==> config.mk <==
export PLATFORM = sky130hd
export DESIGN_NAME = trap_arbiter
export DESIGN_NICKNAME = d
export VERILOG_FILES = /design/src/rtl/trap_arbiter.sv
export SDC_FILE = /design/constraint.sdc
export NUM_CORES = 1
export LEC_CHECK = 0
export ABC_AREA = 0
export BUFFER_PORTS_ARGS = -buffer_cell sky130_fd_sc_hd__buf_2
export CORE_ASPECT_RATIO = 0.7
export CORE_MARGIN = 10
export CORE_UTILIZATION = 39
export DETAILED_ROUTE_END_ITERATION = 10
export GPL_TIMING_DRIVEN = 0
export PLACE_DENSITY = 0.74
export SLEW_MARGIN = 30
export SYNTH_ARGS = -nofsm -noshare
export SYNTH_HDL_FRONTEND = slang
export SYNTH_SLANG_ARGS = --single-unit
==> constraint.sdc <==
create_clock -name clk -period 1.7 [get_ports clk]
set_input_delay 0.17 -clock clk [delete_from_list [all_inputs] [get_ports clk]]
set_output_delay 0.17 -clock clk [all_outputs]
set_load 0.005 [all_outputs]
==> src/rtl/trap_arbiter.sv <==
// -----------------------------------------------------------------------------
// trap_arbiter
//
// Central trap scheduler for the Hunter_RV32 core. Picks one trap per idle
// cycle between synchronous exceptions (ebreak, ecall) and asynchronous
// interrupts (external, timer), redirects the PC to the handler vector,
// records the return PC and cause, tracks the in-handler window until mret,
// and then redirects back to the saved PC.
//
// Ports:
//   clk, rst        clock; asynchronous active-high reset
//   ecall, ebreak   exception decoded at pc this cycle
//   timer_irq       timer interrupt request (level)
//   ext_irq         external interrupt request (level)
//   mie             global interrupt enable
//   mret            mret decoded this cycle
//   pc              PC of the instruction currently in decode
//   redirect        one-cycle pulse: PC mux selects redirect_pc
//   redirect_pc     redirect target (0 when redirect is low)
//   flush           same as redirect; kills younger instructions
//   mepc, mcause    saved return PC and cause of the last trap taken
//   in_handler      high from the handler redirect through the return redirect
//   double_fault    one-cycle pulse: an exception was dropped inside a handler
//   wdt_fault       one-cycle pulse: handler watchdog expiry
//
// Optional feature (macro TRAP_WATCHDOG_EN): a handler watchdog that forces a
// normal return after WDT_CYCLES handler cycles without mret. Without the
// macro the handler waits indefinitely and wdt_fault is tied low.
//
// Every output is either a flop or a decode of the state register, so there
// is no combinational path from any input to any output.
//
// The FSM state is held in the signal 'state' (type state_t) so that
// checkers can bind to it directly.
// -----------------------------------------------------------------------------
module trap_arbiter #(
    parameter logic [31:0] ECALL_VEC  = 32'h20,
    parameter logic [31:0] EBREAK_VEC = 32'h30,
    parameter logic [31:0] TIMER_VEC  = 32'h40,
    parameter logic [31:0] EXT_VEC    = 32'h50,
    parameter int          WDT_CYCLES = 256
) (
    input  logic        clk,
    input  logic        rst,
    input  logic        ecall,
    input  logic        ebreak,
    input  logic        timer_irq,
    input  logic        ext_irq,
    input  logic        mie,
    input  logic        mret,
    input  logic [31:0] pc,
    output logic        redirect,
    output logic [31:0] redirect_pc,
    output logic        flush,
    output logic [31:0] mepc,
    output logic [31:0] mcause,
    output logic        in_handler,
    output logic        double_fault,
    output logic        wdt_fault
);

    typedef enum logic [1:0] {
        IDLE     = 2'd0,
        REDIRECT = 2'd1,
        HANDLER  = 2'd2,
        RETURN   = 2'd3
    } state_t;

    state_t state;
    state_t state_nxt;

    logic        tmr_pend;
    logic        ext_pend;
    logic [31:0] vec_q;        // handler vector of the trap being entered

    logic        take_ebreak;
    logic        take_ecall;
    logic        take_ext;
    logic        take_tmr;
    logic        take_any;
    logic [31:0] trap_cause;
    logic [31:0] trap_vec;
    logic        wdt_expire;

    // ------------------------------------------------------------------
    // Trap selection: only evaluated in IDLE. Interrupts are taken from
    // the pending bits, never straight from the request lines.
    // ------------------------------------------------------------------
    always_comb begin
        take_ebreak = 1'b0;
        take_ecall  = 1'b0;
        take_ext    = 1'b0;
        take_tmr    = 1'b0;
        if (state == IDLE) begin
            if (ebreak)                 take_ebreak = 1'b1;
            else if (ecall)             take_ecall  = 1'b1;
            else if (ext_pend && mie)   take_ext    = 1'b1;
            else if (tmr_pend && mie)   take_tmr    = 1'b1;
        end
    end

    assign take_any = take_ebreak | take_ecall | take_ext | take_tmr;

    always_comb begin
        trap_cause = 32'h0;
        trap_vec   = 32'h0;
        if (take_ebreak) begin
            trap_cause = 32'h0000_0003;
            trap_vec   = EBREAK_VEC;
        end else if (take_ecall) begin
            trap_cause = 32'h0000_000B;
            trap_vec   = ECALL_VEC;
        end else if (take_ext) begin
            trap_cause = 32'h8000_000B;
            trap_vec   = EXT_VEC;
        end else if (take_tmr) begin
            trap_cause = 32'h8000_0007;
            trap_vec   = TIMER_VEC;
        end
    end

    // ------------------------------------------------------------------
    // Optional handler watchdog
    // ------------------------------------------------------------------
`ifdef TRAP_WATCHDOG_EN
    localparam int WDT_W = ($clog2(WDT_CYCLES + 1) > 8) ? $clog2(WDT_CYCLES + 1) : 8;

    logic [WDT_W-1:0] wdt_cnt;
    logic             wdt_fault_q;

    // The counter holds the number of HANDLER cycles already completed, so
    // the last allowed cycle is the one where it reads WDT_CYCLES-1. A
    // coincident mret takes priority over the expiry.
    assign wdt_expire = (state == HANDLER) && !mret &&
                        (wdt_cnt == WDT_W'(WDT_CYCLES - 1));

    always_ff @(posedge clk or posedge rst) begin
        if (rst) begin
            wdt_cnt     <= '0;
            wdt_fault_q <= 1'b0;
        end else begin
            wdt_fault_q <= wdt_expire;
            if (state == REDIRECT)
                wdt_cnt <= '0;
            else if (state == HANDLER)
                wdt_cnt <= wdt_cnt + 1'b1;
        end
    end

    assign wdt_fault = wdt_fault_q;
`else
    assign wdt_expire = 1'b0;
    assign wdt_fault  = 1'b0;
`endif

    // ------------------------------------------------------------------
    // Next-state logic
    // ------------------------------------------------------------------
    always_comb begin
        state_nxt = state;
        case (state)
            IDLE:     if (take_any) state_nxt = REDIRECT;
            REDIRECT: state_nxt = HANDLER;
            HANDLER:  if (mret || wdt_expire) state_nxt = RETURN;
            RETURN:   state_nxt = IDLE;
            default:  state_nxt = IDLE;
        endcase
    end

    always_ff @(posedge clk or posedge rst) begin
        if (rst) state <= IDLE;
        else     state <= state_nxt;
    end

    // ------------------------------------------------------------------
    // Pending bits: set on request, cleared when taken (clear wins; a
    // request still high re-sets the bit on the following edge).
    // ------------------------------------------------------------------
    always_ff @(posedge clk or posedge rst) begin
        if (rst) begin
            tmr_pend <= 1'b0;
            ext_pend <= 1'b0;
        end else begin
            tmr_pend <= (tmr_pend | timer_irq) & ~take_tmr;
            ext_pend <= (ext_pend | ext_irq)   & ~take_ext;
        end
    end

    // ------------------------------------------------------------------
    // Trap context and fault pulse
    // ------------------------------------------------------------------
    always_ff @(posedge clk or posedge rst) begin
        if (rst) begin
            mepc         <= 32'h0;
            mcause       <= 32'h0;
            vec_q        <= 32'h0;
            double_fault <= 1'b0;
        end else begin
            if (take_any) begin
                mepc   <= pc;
                mcause <= trap_cause;
                vec_q  <= trap_vec;
            end
            // Exceptions in the flushed REDIRECT/RETURN slots are not faults.
            double_fault <= (state == HANDLER) && (ecall || ebreak);
        end
    end

    // ------------------------------------------------------------------
    // State-decoded outputs
    // ------------------------------------------------------------------
    always_comb begin
        redirect_pc = 32'h0;
        case (state)
            REDIRECT: redirect_pc = vec_q;
            RETURN:   redirect_pc = mepc;
            default:  redirect_pc = 32'h0;
        endcase
    end

    assign redirect   = (state == REDIRECT) || (state == RETURN);
    assign flush      = redirect;
    assign in_handler = (state != IDLE);

endmodule
Yosys cells after proc, flatten, opt, wreduce, memory -nomap -nowiden
Index checks and enable logic that the tools add are counted.
{"block": "op_classes", "n_eq_ne": 5, "n_mux": 26, "n_bitwise": 9, "n_reduce_logical": 8}
{"op": "two-way mux 32 bit", "n": 4}
{"op": "one-hot mux 32 bit (2 select lines)", "n": 1}
{"op": "two-way mux 7 bit", "n": 4}
{"op": "two-way mux 1 bit", "n": 14}
{"op": "one-hot mux 2 bit (4 select lines)", "n": 1}
{"op": "bitwise OR 1 bit", "n": 5}
{"op": "equality test 2 bit, second input constant", "n": 2}
{"op": "two-way mux 2 bit", "n": 2}
{"op": "inequality test 2 bit, second input constant", "n": 2}
{"op": "logical AND 1 bit", "n": 3}
{"op": "bitwise AND 1 bit", "n": 2}
{"op": "equality test 2 x 1 -> 1 bit, second input constant", "n": 1}
{"op": "logical NOT 2 bit", "n": 1}
{"op": "logical OR 1 bit", "n": 2}
{"op": "inverter 1 bit", "n": 2}
{"op": "AND reduction 2 bit", "n": 1}
{"op": "nonzero test 2 bit", "n": 1}
{"block": "word_totals", "reg_bits": 101, "input_bits": 40, "out_inout_bits": 101, "wordCells": 55}

Logic depth before layout (Yosys ltp)
{"block": "depth", "ltp_word": 10, "ltp_mapped": 6, "depth_no_buf": 5}

Worst setup path before layout
No wires, ideal clock.
{"block": "synth_path", "path_kind": "register to register", "startpoint": "reg state[0]", "endpoint": "reg mepc[0]", "setup_ns": 0.125, "arrival_ns": 1.526, "t_required_ns": 1.575, "setup_slack_ns": 0.049, "stages_incl_launch_ff": 7, "path_cell_list": "dfrtp_1 -> inv_1 -> ha_1 -> o21ai_2 -> nand2_4 -> buf_6 -> mux2_4"}
{"block": "synth_between", "elab_chain_cells": 5, "elab_cells_between_ends": 8}
{"item": "start: declaration", "line": "69", "text": "state_t state;"}
{"item": "start signal: assignment", "line": "172", "text": "else state <= state_nxt;"}
{"item": "logical NOT 2 bit *", "line": "94", "text": "if (state == IDLE) begin"}
{"item": "two-way mux 1 bit", "line": "94"}
{"item": "bitwise OR 1 bit (2 in a row)", "line": "102", "text": "assign take_any = take_ebreak | take_ecall | take_ext | take_tmr;"}
{"item": "bitwise OR 1 bit *", "line": "102"}
{"item": "end signal: assignment", "line": "200", "text": "mepc <= pc;"}
{"item": "end: declaration", "line": "55", "text": "output logic [31:0] mepc,"}
Every way passes the cells marked *; elsewhere a longest branch is shown, timed or not.
A chain may end at the register's enable or synchronous reset.

Final worst setup path
Same ends and word-level chain as after synthesis.

==> results_tabular.tex <==
\begin{tabular}{lr}
\hline
Metric & Value \\
\hline
\multicolumn{2}{l}{\textbf{CTS}} \\
Clock transition at path regs & $\sim$0.080 ns \\
Maximum level of the CTS H-tree & 2 \\
Cell at the root of the clock tree & sky130\_fd\_sc\_hd\_\_clkbuf\_8 \\
TritonCTS clock tree & done \\
Clock Latency Late Sink & $\sim$0.29 ns \\
Number of sinks driven by the clock tree & 43 \\
Largest buffer count on any clock path & 2 \\
CTS buffer count & 5 \\
\multicolumn{2}{l}{\textbf{Drt}} \\
Met3 wire length & slightly below 600 um \\
Violation count after the first detailed-route iteration & 65 \\
Post-route met1 wirelength & 2510 um \\
Routed length on met2 & roughly 3200 um \\
Via-per-instance ratio & $\sim$4.3 \\
Top routing layer in use & met4 \\
Post-detailed-routing wire length & $\sim$6300 um \\
Remaining antenna violation count after routing & 0 \\
Number of DRC violations after detailed routing & 0 \\
First drt pass iteration count & 4 \\
Number of vias after detailed routing & 1765 \\
Final routed wire length divided by cell count & about 15 um \\
\multicolumn{2}{l}{\textbf{Timing}} \\
Highest clock frequency the design can meet & just over 0.6 GHz \\
Fraction of the cycle the final worst path needs & a little over nine tenths \\
Setup ws final & 0.0542 ns \\
Setup violations, final & 0 \\
Aggregate negative setup slack & 0 ns \\
Setup repair after global routing missed its margin & true \\
Number of failing hold endpoints at the final stage & 0 \\
Shortest clock period the worst path allows after layout & roughly 1.6 ns \\
Max Clock Skew & 0.00653 ns \\
Count of final max-slew check failures & 0 \\
\multicolumn{2}{l}{\textbf{Die}} \\
I/O pin cnt & 141 \\
Die area & between 9000 and 10000 um2 \\
Area of the core & about 5800 um2 \\
Vertical die dimension & about 84 um \\
Starting density of the core & approximately two fifths \\
X dimension of the die & between 100 and 150 um \\
Row count & 23 \\
\multicolumn{2}{l}{\textbf{Logic synthesis}} \\
Share of Yosys cell area claimed by the top area cell type & 46.4\% \\
Fraction of the yosys area taken by sequential cells & between 40\% and 50\% \\
Netlist Area Pre-Place & between 2000 and 2500 um2 \\
Number of flops mapped to enable cells by yosys & 0 \\
Synth top cells by count & sky130\_fd\_sc\_hd\_\_dfrtp\_1, sky130\_fd\_sc\_hd\_\_buf\_4, sky130\_fd\_sc\_hd\_\_and2\_1, sky130\_fd\_sc\_hd\_\_mux2\_4, sky130\_fd\_sc\_hd\_\_inv\_1 \\
Number of flip-flops and latches in the synthesized netlist & between 40 and 50 \\
Gate count after technology mapping & 184 \\
Synthesized area divided by synthesized cell count & around 13 um2 \\
Number of warning messages in the yosys log & 0 \\
Post-synth cell types & 30 \\
Async set-or-reset flop fraction in the synthesized netlist & between 90\% and 100\% \\
Prevailing post-synth register cell & sky130\_fd\_sc\_hd\_\_dfrtp\_1 \\
Area contributors post-synth & sky130\_fd\_sc\_hd\_\_dfrtp\_1, sky130\_fd\_sc\_hd\_\_mux2\_4, sky130\_fd\_sc\_hd\_\_buf\_4, sky130\_fd\_sc\_hd\_\_and2\_1, sky130\_fd\_sc\_hd\_\_ha\_1 \\
Leading cell type by number of instances after synthesis & sky130\_fd\_sc\_hd\_\_dfrtp\_1 \\
Library cell with the largest summed area after synthesis & sky130\_fd\_sc\_hd\_\_dfrtp\_1 \\
\multicolumn{2}{l}{\textbf{Critical path}} \\
Endpoint kind of the worst setup timing path & flip-flop \\
Top fanout value on the critical path & 10 \\
Largest stage delay on the critical path & roughly 0.47 ns \\
Cells traversed along the worst timing path & inv\_2 -> ha\_4 -> o211ai\_4 -> nand2\_4 -> buf\_8 -> mux2\_4 \\
Setup Crit Path Kind & reg2reg \\
CP startpoint & state[0]\$\_DFFE\_PP0P\_ \\
Worst Path Required & approximately 1.9 ns \\
Slowest library cell on the worst path & sky130\_fd\_sc\_hd\_\_dfrtp\_2 \\
Startpoint type of the worst setup path & flip-flop \\
Logic depth of the worst path, buffers included & 6 \\
Kind of cell adding the most delay to the critical path & flip-flops \\
CP bufs+invs & 2 \\
Logic depth of the worst register-to-register path & 6 \\
FF-to-FF setup slack & 0.05 ns \\
Data arrival time of the critical path & 1.83 ns \\
Critical path destination & mepc[0]\$\_DFFE\_PP0P\_ \\
Worst flop-to-flop path endpoint & mepc[0]\$\_DFFE\_PP0P\_ \\
Worst r2r src & state[0]\$\_DFFE\_PP0P\_ \\
\multicolumn{2}{l}{\textbf{Cells and area}} \\
Count of antenna diodes in the layout & 0 \\
Final Instance Count excl. Fillers & a little over 400 \\
Area growth syn-to-layout & 42.7\% \\
Share of post-route cells with drive strength above 1 & 61.9\% \\
Total of fill cells in the finished design & about 520 \\
\# nets final & about 380 \\
\multicolumn{2}{l}{\textbf{Place}} \\
IO Port Bufs & $\sim$110 \\
Dpl ws & -0.154 ns \\
Number of cells after detailed placement & approximately 400 \\
Weighted congestion at the end of routability-driven global placement & around 0.74 \\
Hpwl dp & 5160 um \\
\multicolumn{2}{l}{\textbf{Status}} \\
Status & finished clean \\
\multicolumn{2}{l}{\textbf{Global route}} \\
Aggregate global routing overflow & 0 \\
Antenna violations before repair & 0 \\
GRT Util Overall & 12.8\% \\
Vias in the first global route & 1868 \\
Wire length of the first global-routing pass & a little over 10000 um \\
Pin count of the biggest net entering global routing & 25 \\
\multicolumn{2}{l}{\textbf{Hold path}} \\
Min-delay worst type & in2reg \\
\multicolumn{2}{l}{\textbf{Power and ir drop}} \\
Leakage power total & about 1.8 nW \\
Total power divided by cell area & about 1800 nW/um2 \\
Worst voltage drop across the vdd grid & 0.786 mV \\
\multicolumn{2}{l}{\textbf{Run}} \\
Max-cap check violation count & 0 \\
\hline
\end{tabular}
[layout by cell type, fill, tap and decap left out, drive strengths merged, types with 2 or more instances in the layout]
cell,synthesis,final
o21ai,2,2
or2,2,2
dfrtp,43,43
nor2,2,2
a22o,3,3
nand3,2,2
nand2,4,4
and2,29,29
buf,34,154
a21oi,2,2
clkbuf,3,7
ha,5,5
o2bb2ai,2,2
conb,1,28
clkinvlp,0,2
inv,7,7
mux2,33,33
[state kept, by name (all words and copies together) (netlist names)]
register / flops
double_fault: 1
vec_q: 3
mcause: 3
state: 2
tmr_pend: 1
mepc: 32
ext_pend: 1
[metrics by stage]
step	total power, mW	cell area, um2	utilization [%]	hold slack (ns)
2_1_floorplan	3.73	2420	-	0.252
3_3_place_gp	4.85	3070	53.4	0.376
3_5_place_dp	4.94	3090	53.7	0.200
4_1_cts	5.66	3210	55.8	0.0754
5_1_grt	6.29	3310	57.5	0.0659
6_report	5.81	3310	57.5	0.0836
[final cells by class]
cell class                 instances  area [um2]  share of cell area, %
inverter                           7        28.8                  0.870
timing repair buffer             120         636                   19.2
clock buffer                       5        68.8                   2.08
multi-input combinational        124        1080                   32.6
tap                               75        93.8                   2.84
clock inverter                     3        20.0                  0.605
sequential                        43        1080                   32.6
buffer                            37         303                   9.16
[power by group]
group	leakage [nW]	switching (mW)	internal [mW]
Combinational	1.29	1.29	1.98
Clock	0.0402	0.356	0.286
Sequential	0.497	0.378	1.52
[what timing repair did]
item / 4_1_cts / 5_1_grt
hold buffers: 1 / 0
pin swaps: 0 / 2
gates resized for setup: 6 / 16
buffers inserted: 1 / 5
setup endpoints to repair: 60 / 61
endpoints found under the hold margin: 19 / 0
[cell families after synthesis]
group,after synthesis,share of synthesized area (%)
buf+inv,44,13.1
simple gates,43,11.3
flops,43,46.4
mux,33,20.6
compound gates,15,5.67
fa+ha+maj,5,2.70
other cells,1,0.162
[worst min path at each step]
stage / startpoint / to / slack, ns / depth (start not counted)
finish: ext_irq / ext_pend$_DFF_PP0_ / 0.08 / 2
global route: ext_irq / ext_pend$_DFF_PP0_ / 0.07 / 2
CTS: ext_irq / ext_pend$_DFF_PP0_ / 0.08 / 2
detailed placement: rst / mepc[13]$_DFFE_PP0P_ / 0.20 / 2
global placement: ext_irq / ext_pend$_DFF_PP0_ / 0.38 / 2
floorplan: ebreak / mcause[3]$_DFFE_PP0P_ / 0.25 / 1
[layer usage]
metal / track usage, % / vias up
li1: - / 861
met1: 14.8 / 823
met2: 21.6 / 77
met3: 5.54 / 4
met4: 2.53 / 0
met5: 0 / -
Note: power is estimated with default switching activity, not from simulation.
